**src/rtl/data_byte_writer.sv**
```systemverilog
// data_byte_writer: serialises a byte/half/word store into consecutive writes
// on a byte-wide data memory port, one byte per cycle, little-endian.
// Optional build macro DATA_STORE_MISALIGN_CHECK_EN: misaligned half/word
// requests are rejected (no writes) and flagged with MisalignErr.
module data_byte_writer (
    input  logic        clk,
    input  logic        Reset,
    input  logic        StoreReq,
    input  logic [31:0] StoreAddress,
    input  logic [31:0] StoreData,
    input  logic [1:0]  StoreSize,
    output logic [31:0] ByteAddress,
    output logic [7:0]  ByteData,
    output logic        ByteWrite,
    output logic        Busy,
    output logic        DoneWritingData,
    output logic        MisalignErr
);

    typedef enum logic [1:0] {
        IDLE  = 2'd0,
        WRITE = 2'd1,
        DONE  = 2'd2
    } state_t;

    state_t      state_r;
    state_t      state_s;
    logic [1:0]  cnt_r;
    logic [31:0] addr_r;
    logic [31:0] data_r;
    logic [1:0]  size_r;
    logic [7:0]  byte_s;
`ifdef DATA_STORE_MISALIGN_CHECK_EN
    logic        err_r;
`endif

    // Index of the last byte for a given size; reserved size 3 behaves as word.
    function automatic logic [1:0] last_index(input logic [1:0] size);
        logic [1:0] idx;
        case (size)
            2'd0:    idx = 2'd0;
            2'd1:    idx = 2'd1;
            default: idx = 2'd3;
        endcase
        return idx;
    endfunction

`ifdef DATA_STORE_MISALIGN_CHECK_EN
    // A half needs an even address, a word (or reserved size) a multiple of four.
    function automatic logic is_misaligned(input logic [1:0] size, input logic [1:0] lsb);
        logic mis;
        case (size)
            2'd0:    mis = 1'b0;
            2'd1:    mis = lsb[0];
            default: mis = (lsb != 2'd0);
        endcase
        return mis;
    endfunction
`endif

    // State register plus request capture and byte counter.
    always_ff @(posedge clk) begin
        if (Reset) begin
            state_r <= IDLE;
            cnt_r   <= 2'd0;
            addr_r  <= 32'd0;
            data_r  <= 32'd0;
            size_r  <= 2'd0;
`ifdef DATA_STORE_MISALIGN_CHECK_EN
            err_r   <= 1'b0;
`endif
        end else begin
            state_r <= state_s;
            case (state_r)
                IDLE: begin
                    cnt_r <= 2'd0;
                    if (StoreReq) begin
                        addr_r <= StoreAddress;
                        data_r <= StoreData;
                        size_r <= StoreSize;
`ifdef DATA_STORE_MISALIGN_CHECK_EN
                        err_r  <= is_misaligned(StoreSize, StoreAddress[1:0]);
`endif
                    end
                end
                WRITE:   cnt_r <= cnt_r + 2'd1;
                DONE:    cnt_r <= 2'd0;
                default: cnt_r <= 2'd0;
            endcase
        end
    end

    // Next-state logic; inputs are only looked at while idle.
    always_comb begin
        state_s = state_r;
        case (state_r)
            IDLE: begin
                if (StoreReq) begin
`ifdef DATA_STORE_MISALIGN_CHECK_EN
                    if (is_misaligned(StoreSize, StoreAddress[1:0])) begin
                        state_s = DONE;
                    end else begin
                        state_s = WRITE;
                    end
`else
                    state_s = WRITE;
`endif
                end else begin
                    state_s = IDLE;
                end
            end
            WRITE: begin
                if (cnt_r == last_index(size_r)) begin
                    state_s = DONE;
                end else begin
                    state_s = WRITE;
                end
            end
            DONE:    state_s = IDLE;
            default: state_s = IDLE;
        endcase
    end

    // Select the captured byte addressed by the counter.
    always_comb begin
        case (cnt_r)
            2'd0:    byte_s = data_r[7:0];
            2'd1:    byte_s = data_r[15:8];
            2'd2:    byte_s = data_r[23:16];
            2'd3:    byte_s = data_r[31:24];
            default: byte_s = 8'd0;
        endcase
    end

    // Output decode from registered state; memory port is quiet outside WRITE.
    always_comb begin
        ByteAddress     = 32'd0;
        ByteData        = 8'd0;
        ByteWrite       = 1'b0;
        Busy            = 1'b0;
        DoneWritingData = 1'b0;
`ifdef DATA_STORE_MISALIGN_CHECK_EN
        MisalignErr     = 1'b0;
`endif
        case (state_r)
            WRITE: begin
                ByteAddress = addr_r + {30'd0, cnt_r};
                ByteData    = byte_s;
                ByteWrite   = 1'b1;
                Busy        = 1'b1;
            end
            DONE: begin
                Busy            = 1'b1;
                DoneWritingData = 1'b1;
`ifdef DATA_STORE_MISALIGN_CHECK_EN
                MisalignErr     = err_r;
`endif
            end
            default: begin
                Busy = 1'b0;
            end
        endcase
    end

`ifndef DATA_STORE_MISALIGN_CHECK_EN
    assign MisalignErr = 1'b0;
`endif

endmodule

```
**config.mk**
```make
export PLATFORM = sky130hd
export DESIGN_NAME = data_byte_writer
export DESIGN_NICKNAME = d
export VERILOG_FILES = /design/src/rtl/data_byte_writer.sv
export SDC_FILE = /design/constraint.sdc
export NUM_CORES = 1
export LEC_CHECK = 0
export ABC_AREA = 1
export CORE_ASPECT_RATIO = 1.75
export CORE_MARGIN = 4
export CORE_UTILIZATION = 49
export CTS_BUF_LIST = sky130_fd_sc_hd__clkbuf_8
export DETAILED_ROUTE_END_ITERATION = 6
export GPL_TIMING_DRIVEN = 0
export PLACE_DENSITY_LB_ADDON = 0.25
export SYNTH_ARGS = -nofsm -noshare
export SYNTH_HDL_FRONTEND = slang
export SYNTH_SLANG_ARGS = --single-unit
```
**constraint.sdc**
```tcl
create_clock -name clk -period 2.3 [get_ports clk]
set_clock_uncertainty 0.15 [all_clocks]
set_input_delay 0.46 -clock clk [delete_from_list [all_inputs] [get_ports clk]]
set_output_delay 0.46 -clock clk [all_outputs]
set_load 0.03 [all_outputs]
```
== Yosys cells after proc, flatten, opt, wreduce, memory -nomap -nowiden ==
Index checks and enable logic that the tools add are counted.
Operators by class
  $add $sub $neg: 2
  equality and inequality tests: 7
  mux-type cells: 11
  bitwise gates (word level): 1
  reductions and logical operators: 6
Operators by type and width (number)
  adder 32 x 2 -> 32 bit: 1
  2-to-1 mux 32 bit: 1
  one-hot mux 8 bit (4 select lines): 1
  2-to-1 mux 8 bit: 1
  one-hot mux 2 bit (2 select lines): 2
  == test 2 x 1 -> 1 bit, second input constant: 3
  == test 2 bit, second input constant: 3
  logical NOT 2 bit: 3
  2-to-1 mux 1 bit: 4
  2-to-1 mux 2 bit: 2
  OR reduction 2 bit: 2
  adder 2 x 1 -> 2 bit, second input constant: 1
  == test 2 bit: 1
  AND reduction 2 bit: 1
  NOT 1 bit: 1
Word-level totals
  bits in registers: 70
  output and inout port bits: 44

== Depth between registers and ports, before layout ==
Gate-level depths: netlist of run 1.
  depth after elaboration: 6
  mapped depth: 10
  gate-level depth less buffers: 10

== Worst setup path before layout of run 1 ==
OpenSTA, ideal clock, no wires.
  kind: flip-flop to output port
  start point: register cnt_r[0]
  end point: output port ByteAddress[6]
  arrival time: 1.848 ns
  path slack: -0.158 ns
  stages on the path, launching flop included: 6
  buffers on the path: 0
  path through: dfxtp_1 ha_1 fa_1 nand2_2 nor3_1 nor3_1
Between the ends
  longest elaborated chain between the ends: 2
RTL lines
  start, declared: line 28  | logic [1:0] cnt_r;
  start signal, assigned: line 86  | WRITE: cnt_r <= cnt_r + 2'd1;
  adder 32 x 2 -> 32 bit: line 147  | ByteAddress = addr_r + {30'd0, cnt_r};
  2-to-1 mux 32 bit: line 145  | case (state_r)
  end, declared: line 12  | output logic [31:0] ByteAddress,
Every way passes these cells.

== Worst setup path after layout of run 1 ==
  start point: register addr_r[0]
  end point: output port ByteAddress[18]
Between the ends
  longest elaborated chain between the ends: 2
RTL lines
  start, declared: line 29  | logic [31:0] addr_r;
  start signal, assigned: line 78  | addr_r <= StoreAddress;
  adder 32 x 2 -> 32 bit: line 147
  2-to-1 mux 32 bit: line 145
Every way passes these cells.

==> results of run 1 <==
## sequential cells by signal, indices dropped and copies added (netlist names)
signal and count:
addr_r 32, cnt_r 2, data_r 32, size_r 2, state_r 2
## layout make-up
cell class	count	area, um2	share of cell area (%)
Buffer	26	124	2.14
Clock inverter	7	96.3	1.66
Sequential cell	70	1420	24.5
Timing Repair Buffer	136	1300	22.4
Tap cell	88	110	1.90
Inverter	48	196	3.39
Clock buffer	9	124	2.14
Multi-Input combinational cell	461	2430	41.8
## critical path: stages (launching register included)
cell and delay [ps]:
dfxtp_4 370, ha_4 140, fa_2 250, nand2_4 70
nor2_4 170, nand2_4 110, nor2_4 180, nand2_2 80
nand2_1 60, nand2_1 50, nor2_2 90, buf_6 130
## synthesized netlist by cell type
cell type	instances
nor2_4	4
a31oi_1	8
fa_1	1
nand2_2	6
buf_4	1
xnor2_1	1
nand2_1	113
nor2_2	2
buf_1	4
clkbuf_1	21
dfxtp_1	70
nand3_1	15
buf_2	3
a21oi_1	41
clkbuf_8	1
ha_1	9
xor2_1	2
inv_1	48
o21ai_0	86
conb_1	1
nor2_1	167
nor3_1	5
## worst max-delay path by stage
stage                                       from         endpoint  slack (ps)  cells past startpoint
after floorplan              cnt_r[0]$_SDFF_PP0_  ByteAddress[10]           1                      8
after global placement       cnt_r[1]$_SDFF_PP0_      ByteData[6]        -640                      7
after detailed placement     cnt_r[1]$_SDFF_PP0_      ByteData[6]        -670                      7
after CTS                 addr_r[0]$_SDFFE_PP0P_  ByteAddress[16]        -390                     10
after global routing      addr_r[0]$_SDFFE_PP0P_  ByteAddress[18]        -480                     11
final                     addr_r[0]$_SDFFE_PP0P_  ByteAddress[18]        -390                     11
## logic make-up (layout without fill, tap and decap cells)
group / Yosys count / count (layout)
xor+xnor: 3 / 3
fa+ha+maj: 10 / 10
simple gates: 312 / 312
buf+inv: 78 / 226
compound gates: 135 / 135
other cells: 1 / 1
flops: 70 / 70
## metal layers
layer  vias to the layer above  GRT usage, %  wire length, um
met5                         -             0                0
met4                         0          21.0             1130
met3                        64          5.25              696
met2                       179          54.2             7710
met1                      2080          28.8             4670
li1                       2226             -                -
## power breakdown
group,leakage (nW),internal [mW],switching [mW]
logic,1.62,0.345,0.467
registers,0.585,1.34,0.124
clock network,0.108,0.614,0.522
## metrics by stage
stage          TNS (ps)  area [um2]  worst slack [ps]  cells
2_1_floorplan         0        3850             0.981    609
3_5_place_dp     -19870        5070              -670    808
4_1_cts           -9220        5580              -386    836
5_1_grt          -13610        5800              -484    845
6_report         -10770        5800              -390    845
3_3_place_gp     -18990        5070              -637    808
## repair_timing
action | in CTS | in global routing
buffers inserted | 16 | 11
pin swaps | 21 | 29
endpoints found under the hold margin | 0 | 0
gates resized for setup | 321 | 61
setup endpoints to repair | 42 | 40
==> metrics.md, run 1 <==
| Metric | Value |
|---|---|
| Die Wd | `74.6 um` |
| Cell count after synthesis | `609` |
| Area share of xor/xnor cells in the synthesized design | `0.690%` |
| Chip height | `125 um` |
| Crit end category | `output port` |
| Synth Area in Adders | `3.48%` |
| Global-route wire length before repair | `21.3 mm` |
| Congestion Overflow GR | `0` |
| Leading area contributor after synthesis | `dfxtp_1` |
| Ant. Diodes | `0` |
| R2r endpoint | `data_r[30]$_SDFFE_PP0P_` |
| Area Overhead vs Synth | `52.4%` |
| Clock transition at path regs | `80 ps` |
| # Max-Cap Violations | `0` |
| Drt via density | `5.38` |
| Main combinational cell family by area after synthesis | `simple AND/OR/NAND/NOR gates` |
| Number of global-route vias before repair | `4491` |
| Worst setup margin | `-390 ps` |
| Commonest cells after routing, fill and taps aside | `nor2_1, nand2_1, o21ai_0, clkdlybuf4s50_1, dfxtp_1` |
| Final WL | `14.2 mm` |
| Leak | `2.32 nW` |
| Setup-failing EPs final | `39` |
| Worst Path Required | `1690 ps` |
| Final Wtd Congestion | `0.986` |
| Final hold violations | `0` |
| DR WL/cell | `16.8 um` |
| GR Util All Layers | `30.0%` |
| Iter 0 DRT Violations | `276` |
| Synth Register Bits | `70` |
| Antenna violations before repair | `0` |
| Final min period | `2690 ps` |
| R2R Setup Slk | `170 ps` |
| Worst-skew pair later-pin latency | `360 ps` |
| Mux contribution to synthesized area | `0%` |
| # rows | `42` |
| Period utilization | `117%` |
| Main area contributors after synthesis | `dfxtp_1, nor2_1, o21ai_0` |
| Clk root buf | `clkbuf_8` |
| Unique cell type count in the Yosys netlist | `22` |
| Fillers | `594` |
| PortBufs | `111` |
| Hold Crit Start | `addr_r[31]$_SDFFE_PP0P_` |
| Final HPWL DP | `10.1 mm` |
| IO Pins | `113` |
| RSZ-0062 raised after global routing | `true` |
| Pwr/cell area | `587 mW/mm2` |
| Simple-Gate Fraction of Synth Area | `32.7%` |
| DR vias | `4549` |
| Hold path endpoint | `addr_r[31]$_SDFFE_PP0P_` |
| Syn nets | `688` |
| CTS max path bufs | `2` |
| Power, Total | `3.41 mW` |
| Synth Warn # | `0` |
| Status | `finished with violations` |
| Post-synth top area share | `36.8%` |
| Core ar. | `0.00757 mm2` |
| Largest net degree at the start of global routing | `14` |
| Worst VDD drop | `0.568 mV` |
| Post-synthesis sequential area ratio | `36.8%` |
| Worst Hold Class | `flop to flop` |
| Most common cell after layout, fill and taps aside | `nor2_1` |
| Failing checks | `setup timing` |
| Slew margin rel. | `56.6%` |
| Final cell utilization of the core | `76.7%` |
| Die area | `0.00930 mm2` |
| Hold Slack | `328 ps` |
| CTS Sinks | `70` |
| Cts bufs inserted | `9` |
| CTS tree | `built` |
| Hold-fix buffers, CTS | `0` |
| WS Path Type | `flop to output port` |
| CP Max Fanout | `6` |
| Mean post-synth cell area | `6.25 um2` |
| Complex-gate fraction of the synthesized area | `18.0%` |
| Initial core utilization | `50.3%` |
| DR DRC count | `0` |
| Worst reg2reg path depth | `7` |
| # H-tree levels | `3` |
| Max Clk Rate | `372 MHz` |
| Worst EP arrival | `2080 ps` |
| Hold-critical path depth | `2` |
| FF-to-FF Start | `state_r[0]$_SDFF_PP0_` |
| Final ANT Viol Nets | `0` |
| Worst setup SP type | `flop` |
| Final net count | `831` |
| Max Transition Viols Final | `0` |
| Synthesized area | `0.00381 mm2` |
| DR pass1 iterations | `5` |
| Worst slew pin tran | `651 ps` |
| Layout cells sized above 1 | `23.8%` |
(Power assumes the default switching activity.)
==> inputs of run 2 (changes only) <==
--- a/config.mk
+++ b/config.mk
@@ -13,6 +13,8 @@
 export DETAILED_ROUTE_END_ITERATION = 6
 export GPL_TIMING_DRIVEN = 0
 export PLACE_DENSITY_LB_ADDON = 0.25
+export SETUP_SLACK_MARGIN = 0.1
 export SYNTH_ARGS = -nofsm -noshare
 export SYNTH_HDL_FRONTEND = slang
 export SYNTH_SLANG_ARGS = --single-unit
+export TNS_END_PERCENT = 1
==> constraint.sdc (replaced) <==
create_clock -name clk -period 2.7 [get_ports clk]
set_clock_uncertainty 0.15 [all_clocks]
set_input_delay 0.54 -clock clk [delete_from_list [all_inputs] [get_ports clk]]
set_output_delay 0.54 -clock clk [all_outputs]
set_load 0.03 [all_outputs]
==> run 2 against run 1 <==
  * Setup slack gained 260 ps
  * Critical path type unchanged
  * Highest routed layer unchanged
  * Critical path depth unchanged
  * The run still ends with setup timing left
  * Cell area is 8.6% lower
==> metrics.md, run 2 (same netlist as run 1, synthesis figures left out) <==
| Metric | Value |
|---|---|
| Final WL | `13.0 mm (was 14.2 mm)` |
| Layout cells sized above 1 | `13.9% (was 23.8%)` |
| Placed cell area | `0.00503 mm2 (was 0.00507 mm2)` |
| Worst setup SP type | `flop (unchanged)` |
| Final ANT Viol Nets | `0 (unchanged)` |
| CP Max Fanout | `5 (was 6)` |
| Cells along the critical path | `ha_4, fa_2, nand2_4, nor2_4, nand2_2, nor2_4, nand2_2, nand2_1, nand2_1, nor2_1, buf_4 (was ha_4, fa_2, nand2_4, nor2_4, nand2_4, nor2_4, nand2_2, nand2_1, nand2_1, nor2_2, buf_6)` |
| Final HPWL DP | `10.2 mm (was 10.1 mm)` |
| Leak | `2.20 nW (was 2.32 nW)` |
| Core ar. | `0.00757 mm2 (unchanged)` |
| Max Transition Viols Final | `0 (unchanged)` |
| Die Wd | `74.6 um (unchanged)` |
| Pwr/cell area | `542 mW/mm2 (was 587 mW/mm2)` |
| Number of global-route vias before repair | `4361 (was 4491)` |
| Worst Hold Class | `flop to flop (unchanged)` |
| Worst VDD drop | `0.363 mV (was 0.568 mV)` |
| IO Pins | `113 (unchanged)` |
| Worst-skew pair later-pin latency | `360 ps (about the same)` |
| Die area | `0.00930 mm2 (unchanged)` |
| Antenna violations before repair | `0 (unchanged)` |
| Finished Cell Area | `0.00531 mm2 (was 0.00580 mm2)` |
| Crit end category | `output port (unchanged)` |
| Max Clk Rate | `354 MHz` |
| RSZ-0062 raised after global routing | `true (unchanged)` |
| Clock transition at path regs | `80 ps (about the same)` |
| CTS tree | `built (unchanged)` |
| GR Util All Layers | `28.5% (was 30.0%)` |
| Final min period | `2830 ps` |
| PortBufs | `111 (unchanged)` |
| Worst path top cell family by delay | `simple AND/OR/NAND/NOR gates (unchanged)` |
| Cts bufs inserted | `9 (unchanged)` |
| Final net count | `813 (was 831)` |
| DR WL/cell | `15.7 um (was 16.8 um)` |
| Placement Setup Slack | `-505 ps (was -670 ps)` |
| Congestion Overflow GR | `0 (unchanged)` |
| DR pass1 iterations | `5 (unchanged)` |
| Largest net degree at the start of global routing | `13 (was 14)` |
| Crit-path max cell delay | `380 ps (was 370 ps)` |
| CTS max path bufs | `2 (unchanged)` |
| CTS Sinks | `70 (unchanged)` |
| Worst EP arrival | `2140 ps (was 2080 ps)` |
| Area Overhead vs Synth | `39.4% (was 52.4%)` |
| Final hold violations | `0 (unchanged)` |
| Slew margin rel. | `57.5% (was 56.6%)` |
| Fillers | `711 (was 594)` |
| Worst Path Required | `2010 ps (was 1690 ps)` |
| Period utilization | `105%` |
| Iter 0 DRT Violations | `271 (was 276)` |
| Initial core utilization | `50.3% (unchanged)` |
| Chip height | `125 um (unchanged)` |
| # H-tree levels | `3 (unchanged)` |
| DR DRC count | `0 (unchanged)` |
| Hold Slack | `330 ps (was 328 ps)` |
| Most common cell after layout, fill and taps aside | `nor2_1 (unchanged)` |
| Global-route wire length before repair | `20.1 mm (was 21.3 mm)` |
| Slowest stage cell on the critical path | `dfxtp_4 (unchanged)` |
| # Max-Cap Violations | `0 (unchanged)` |
| Worst setup margin | `-127 ps (was -390 ps)` |
| WS Path Type | `flop to output port (unchanged)` |
| # rows | `42 (unchanged)` |
| Commonest cells after routing, fill and taps aside | `nor2_1, nand2_1, o21ai_0, clkdlybuf4s50_1, dfxtp_1 (unchanged)` |
| Failing checks | `setup timing (unchanged)` |
| Setup-failing EPs final | `11 (was 39)` |
| Final Wtd Congestion | `0.996 (was 0.986)` |
| Hold-fix buffers, CTS | `0 (unchanged)` |
| DR vias | `4366 (was 4549)` |
| Crit path buf inv count | `1 (unchanged)` |
| Worst slew pin tran | `638 ps (was 651 ps)` |
| Status | `finished with violations (unchanged)` |
| Drt via density | `5.28 (was 5.38)` |
| Clk root buf | `clkbuf_8 (unchanged)` |
| Regs by FF count | `addr_r (32), data_r (32) (unchanged)` |
| Ant. Diodes | `0 (unchanged)` |
## run 2: final cells by class
cell class | instances | area (um2) | area share, %
Clock buffer | 9 | 124 | 2.33
Timing Repair Buffer | 114 | 1040 | 19.6
Clock inverter | 7 | 115 | 2.17
Inverter | 48 | 183 | 3.44
Buffer | 30 | 140 | 2.64
Multi-Input combinational cell | 461 | 2180 | 41.1
Sequential cell | 70 | 1410 | 26.6
Tap cell | 88 | 110 | 2.08
## run 2: metal layers
layer	share of wire (%)	wire (um)	global-route usage, %
met2	56	7270	54.2
met3	5.6	729	4.36
met4	6.0	778	18.1
met5	0	0	0
met1	32	4220	25.9
## run 2: timing repair
item | CTS | global route
resized for setup | 250 | 26
pin swaps | 8 | 8
buffers inserted | 2 | 1
gates cloned | 0 | 0
setup endpoints to repair | 40 | 37
## run 2: path summary, 6_finish.rpt
check | slack [ps] | end | depth (start not counted) | startpoint
worst min register to register | 330 | addr_r[31]$_SDFFE_PP0P_ | 2 | addr_r[31]$_SDFFE_PP0P_
worst max-delay path | -130 | ByteAddress[22] | 11 | cnt_r[0]$_SDFF_PP0_
worst min-delay path | 330 | addr_r[31]$_SDFFE_PP0P_ | 2 | addr_r[31]$_SDFFE_PP0P_
worst max register to register | 670 | data_r[30]$_SDFFE_PP0P_ | 7 | state_r[0]$_SDFF_PP0_
## run 2: per-stage QoR
step	power, mW	util, %	std cells	TNS (ps)
4_1_cts	2.87	69.7	826	-903
2_1_floorplan	1.58	-	609	0
3_3_place_gp	1.84	66.4	808	-8330
6_report	2.87	70.1	827	-582
3_5_place_dp	1.86	66.4	808	-9390
5_1_grt	3.00	70.1	827	-2010
## run 2: power breakdown
part	total, mW	switching (mW)	leakage [nW]	internal, mW
Clock	1.03	0.416	0.126	0.610
Sequential	1.23	0.0910	0.583	1.14
Combinational	0.620	0.362	1.49	0.257
Total	2.87	0.869	2.20	2.00
## run 2: worst reg2reg max path, cell delays in order (launching register included)
cell and delay [ps]:
dfxtp_1 340, inv_1 70, ha_1 200, nand2_1 150
buf_2 270, clkbuf_1 530, o21ai_0 170, nor2_1 110
==> inputs of run 3 (changes only) <==
--- a/config.mk
+++ b/config.mk
@@ -13,6 +13,7 @@
 export DETAILED_ROUTE_END_ITERATION = 6
 export GPL_TIMING_DRIVEN = 0
 export PLACE_DENSITY_LB_ADDON = 0.25
+export RECOVER_POWER = 100
 export SETUP_SLACK_MARGIN = 0.1
 export SYNTH_ARGS = -nofsm -noshare
 export SYNTH_HDL_FRONTEND = slang
==> constraint.sdc (replaced) <==
create_clock -name clk -period 2.7 [get_ports clk]
set_clock_uncertainty 0.15 [all_clocks]
set_input_delay 0.405 -clock clk [delete_from_list [all_inputs] [get_ports clk]]
set_output_delay 0.405 -clock clk [all_outputs]
set_load 0.03 [all_outputs]
==> run 3 against run 2 <==
  * Utilization shrank 0.69 points
  * Sequential share of layout area grew 0.27 points
  * Non-clock buffer count is the same
  * Count of clock-buffer cells in the layout is the same
  * Sequential power is essentially flat
  * The run now ends clean
  * Die area is the same
  * Global-route usage shrank 0.080 points
==> metrics.md, run 3 (same netlist as run 1, synthesis figures left out) <==
| Metric | Value |
|---|---|
| Status | `complete, no violations (was finished with violations)` |
| DR WL/cell | `15.7 um (about the same)` |
| DR DRC count | `0 (unchanged)` |
| Global-route wire length before repair | `20.0 mm (was 20.1 mm)` |
| Final min period | `2660 ps (was 2830 ps)` |
| # H-tree levels | `3 (unchanged)` |
| Worst setup SP type | `flop (unchanged)` |
| IO Pins | `113 (unchanged)` |
| Die Wd | `74.6 um (unchanged)` |
| Slowest stage cell on the critical path | `dfxtp_4 (unchanged)` |
| Clock transition at path regs | `80 ps (about the same)` |
| Final HPWL DP | `10.2 mm (unchanged)` |
| Final net count | `813 (unchanged)` |
| CTS tree | `built (unchanged)` |
| Commonest cells after routing, fill and taps aside | `nor2_1, nand2_1, o21ai_0, clkdlybuf4s50_1, dfxtp_1 (unchanged)` |
| Hold-fix buffers, CTS | `0 (unchanged)` |
| # rows | `42 (unchanged)` |
| Leak | `2.18 nW (was 2.20 nW)` |
| WS Path Type | `flop to output port (unchanged)` |
| Ant. Diodes | `0 (unchanged)` |
| Antenna violations before repair | `0 (unchanged)` |
| Worst Path Required | `2140 ps (was 2010 ps)` |
| Drt via density | `5.28 (about the same)` |
| Core ar. | `0.00757 mm2 (unchanged)` |
| Largest net degree at the start of global routing | `13 (unchanged)` |
| Worst slew pin tran | `616 ps (was 638 ps)` |
| Setup-failing EPs final | `0 (was 11)` |
| Cells along the critical path | `ha_4, fa_2, nand2_4, nor2_4, nand2_2, nor2_4, nand2_2, nand2_1, nand2_1, nor2_1, buf_4 (unchanged)` |
| Worst VDD drop | `0.375 mV (was 0.363 mV)` |
| RSZ-0062 raised after global routing | `true (unchanged)` |
| Area Overhead vs Synth | `38.0% (was 39.4%)` |
| Pwr/cell area | `546 mW/mm2 (was 542 mW/mm2)` |
| Final WL | `13.0 mm (about the same)` |
| Number of global-route vias before repair | `4371 (was 4361)` |
| Worst EP arrival | `2100 ps (was 2140 ps)` |
| Congestion Overflow GR | `0 (unchanged)` |
| Final ANT Viol Nets | `0 (unchanged)` |
| Final cell utilization of the core | `69.4% (was 70.1%)` |
| GR Util All Layers | `28.4% (was 28.5%)` |
| Worst path top cell family by delay | `simple AND/OR/NAND/NOR gates (unchanged)` |
| Crit path buf inv count | `1 (unchanged)` |
| Crit-path max cell delay | `390 ps (was 380 ps)` |
| DR pass1 iterations | `5 (unchanged)` |
| Layout cells sized above 1 | `12.6% (was 13.9%)` |
| Most common cell after layout, fill and taps aside | `nor2_1 (unchanged)` |
| CP Max Fanout | `5 (unchanged)` |
| CTS Sinks | `70 (unchanged)` |
| Period utilization | `98.5% (was 105%)` |
| Slew margin rel. | `58.9% (was 57.5%)` |
| Chip height | `125 um (unchanged)` |
| Max Clk Rate | `376 MHz (was 354 MHz)` |
| Placement Setup Slack | `-370 ps (was -505 ps)` |
| Worst-skew pair later-pin latency | `350 ps (was 360 ps)` |
| Worst setup margin | `41.3 ps (was -127 ps)` |
| DR vias | `4363 (was 4366)` |
| Iter 0 DRT Violations | `253 (was 271)` |
| CTS max path bufs | `2 (unchanged)` |
| Clk root buf | `clkbuf_8 (unchanged)` |
| Worst Hold Class | `flop to flop (unchanged)` |
| Hold Slack | `329 ps (was 330 ps)` |
| Crit end category | `output port (unchanged)` |
| Initial core utilization | `50.3% (unchanged)` |
| Die area | `0.00930 mm2 (unchanged)` |
| Cts bufs inserted | `9 (unchanged)` |
| Max Transition Viols Final | `0 (unchanged)` |
| PortBufs | `111 (unchanged)` |
| # Max-Cap Violations | `0 (unchanged)` |
| Final hold violations | `0 (unchanged)` |
| Regs by FF count | `addr_r (32), data_r (32) (unchanged)` |
| Final Wtd Congestion | `0.996 (unchanged)` |
-- run 3: worst paths after layout --
kind,to,start,depth (start not counted),slack [ps]
worst max-delay path,ByteAddress[22],cnt_r[0]$_SDFF_PP0_,11,40
worst min-delay path,addr_r[31]$_SDFFE_PP0P_,addr_r[31]$_SDFFE_PP0P_,2,330
worst min register to register,addr_r[31]$_SDFFE_PP0P_,addr_r[31]$_SDFFE_PP0P_,2,330
worst max register to register,data_r[30]$_SDFFE_PP0P_,state_r[0]$_SDFF_PP0_,7,510
-- run 3: final cells by class --
type / instances / area, um2
Timing Repair Buffer: 114 / 1020
Fill cell: 725 / 2310
Clock inverter: 7 / 115
Multi-Input combinational cell: 461 / 2160
Sequential cell: 70 / 1410
Buffer: 30 / 133
Clock buffer: 9 / 124
Inverter: 48 / 183
Tap cell: 88 / 110
-- run 3: timing repair --
item | 4_1_cts | 5_1_grt
buffers inserted | 1 | 2
endpoints found under the setup margin | 40 | 35
pin swaps | 4 | 7
resized for setup | 199 | 55
-- run 3: worst register-to-register path: cells and delay by family, from the launching register on --
| family | cells | cell delay, ps |
|---|---|---|
| fa+ha+maj | 1 | 200 |
| compound gates | 1 | 160 |
| simple gates | 2 | 250 |
| flops | 1 | 340 |
| buf+inv | 3 | 1030 |
-- run 3: layer usage --
| layer | track usage [%] | up-vias | share of wire, % |
|---|---|---|---|
| li1 | - | 2185 | - |
| met1 | 26.0 | 1963 | 33 |
| met2 | 53.2 | 169 | 56 |
| met3 | 5.17 | 46 | 5.4 |
| met4 | 18.3 | 0 | 6.2 |
| met5 | 0 | - | 0 |
-- run 3: power breakdown --
part           total [mW]  switching [mW]  internal, mW
combinational       0.609           0.360         0.249
sequential           1.23          0.0910          1.14
clock                1.03           0.419         0.610
total                2.87           0.870          2.00
-- run 3: through the flow --
stage	power [mW]	TNS [ps]	cell area, um2	std cells
after global routing	2.99	-305	5250	827
final	2.87	0	5250	827
after floorplan	1.58	0	3810	609
after CTS	2.86	-111	5200	825
after detailed placement	1.86	-4640	5030	808
after global placement	1.84	-3870	5030	808
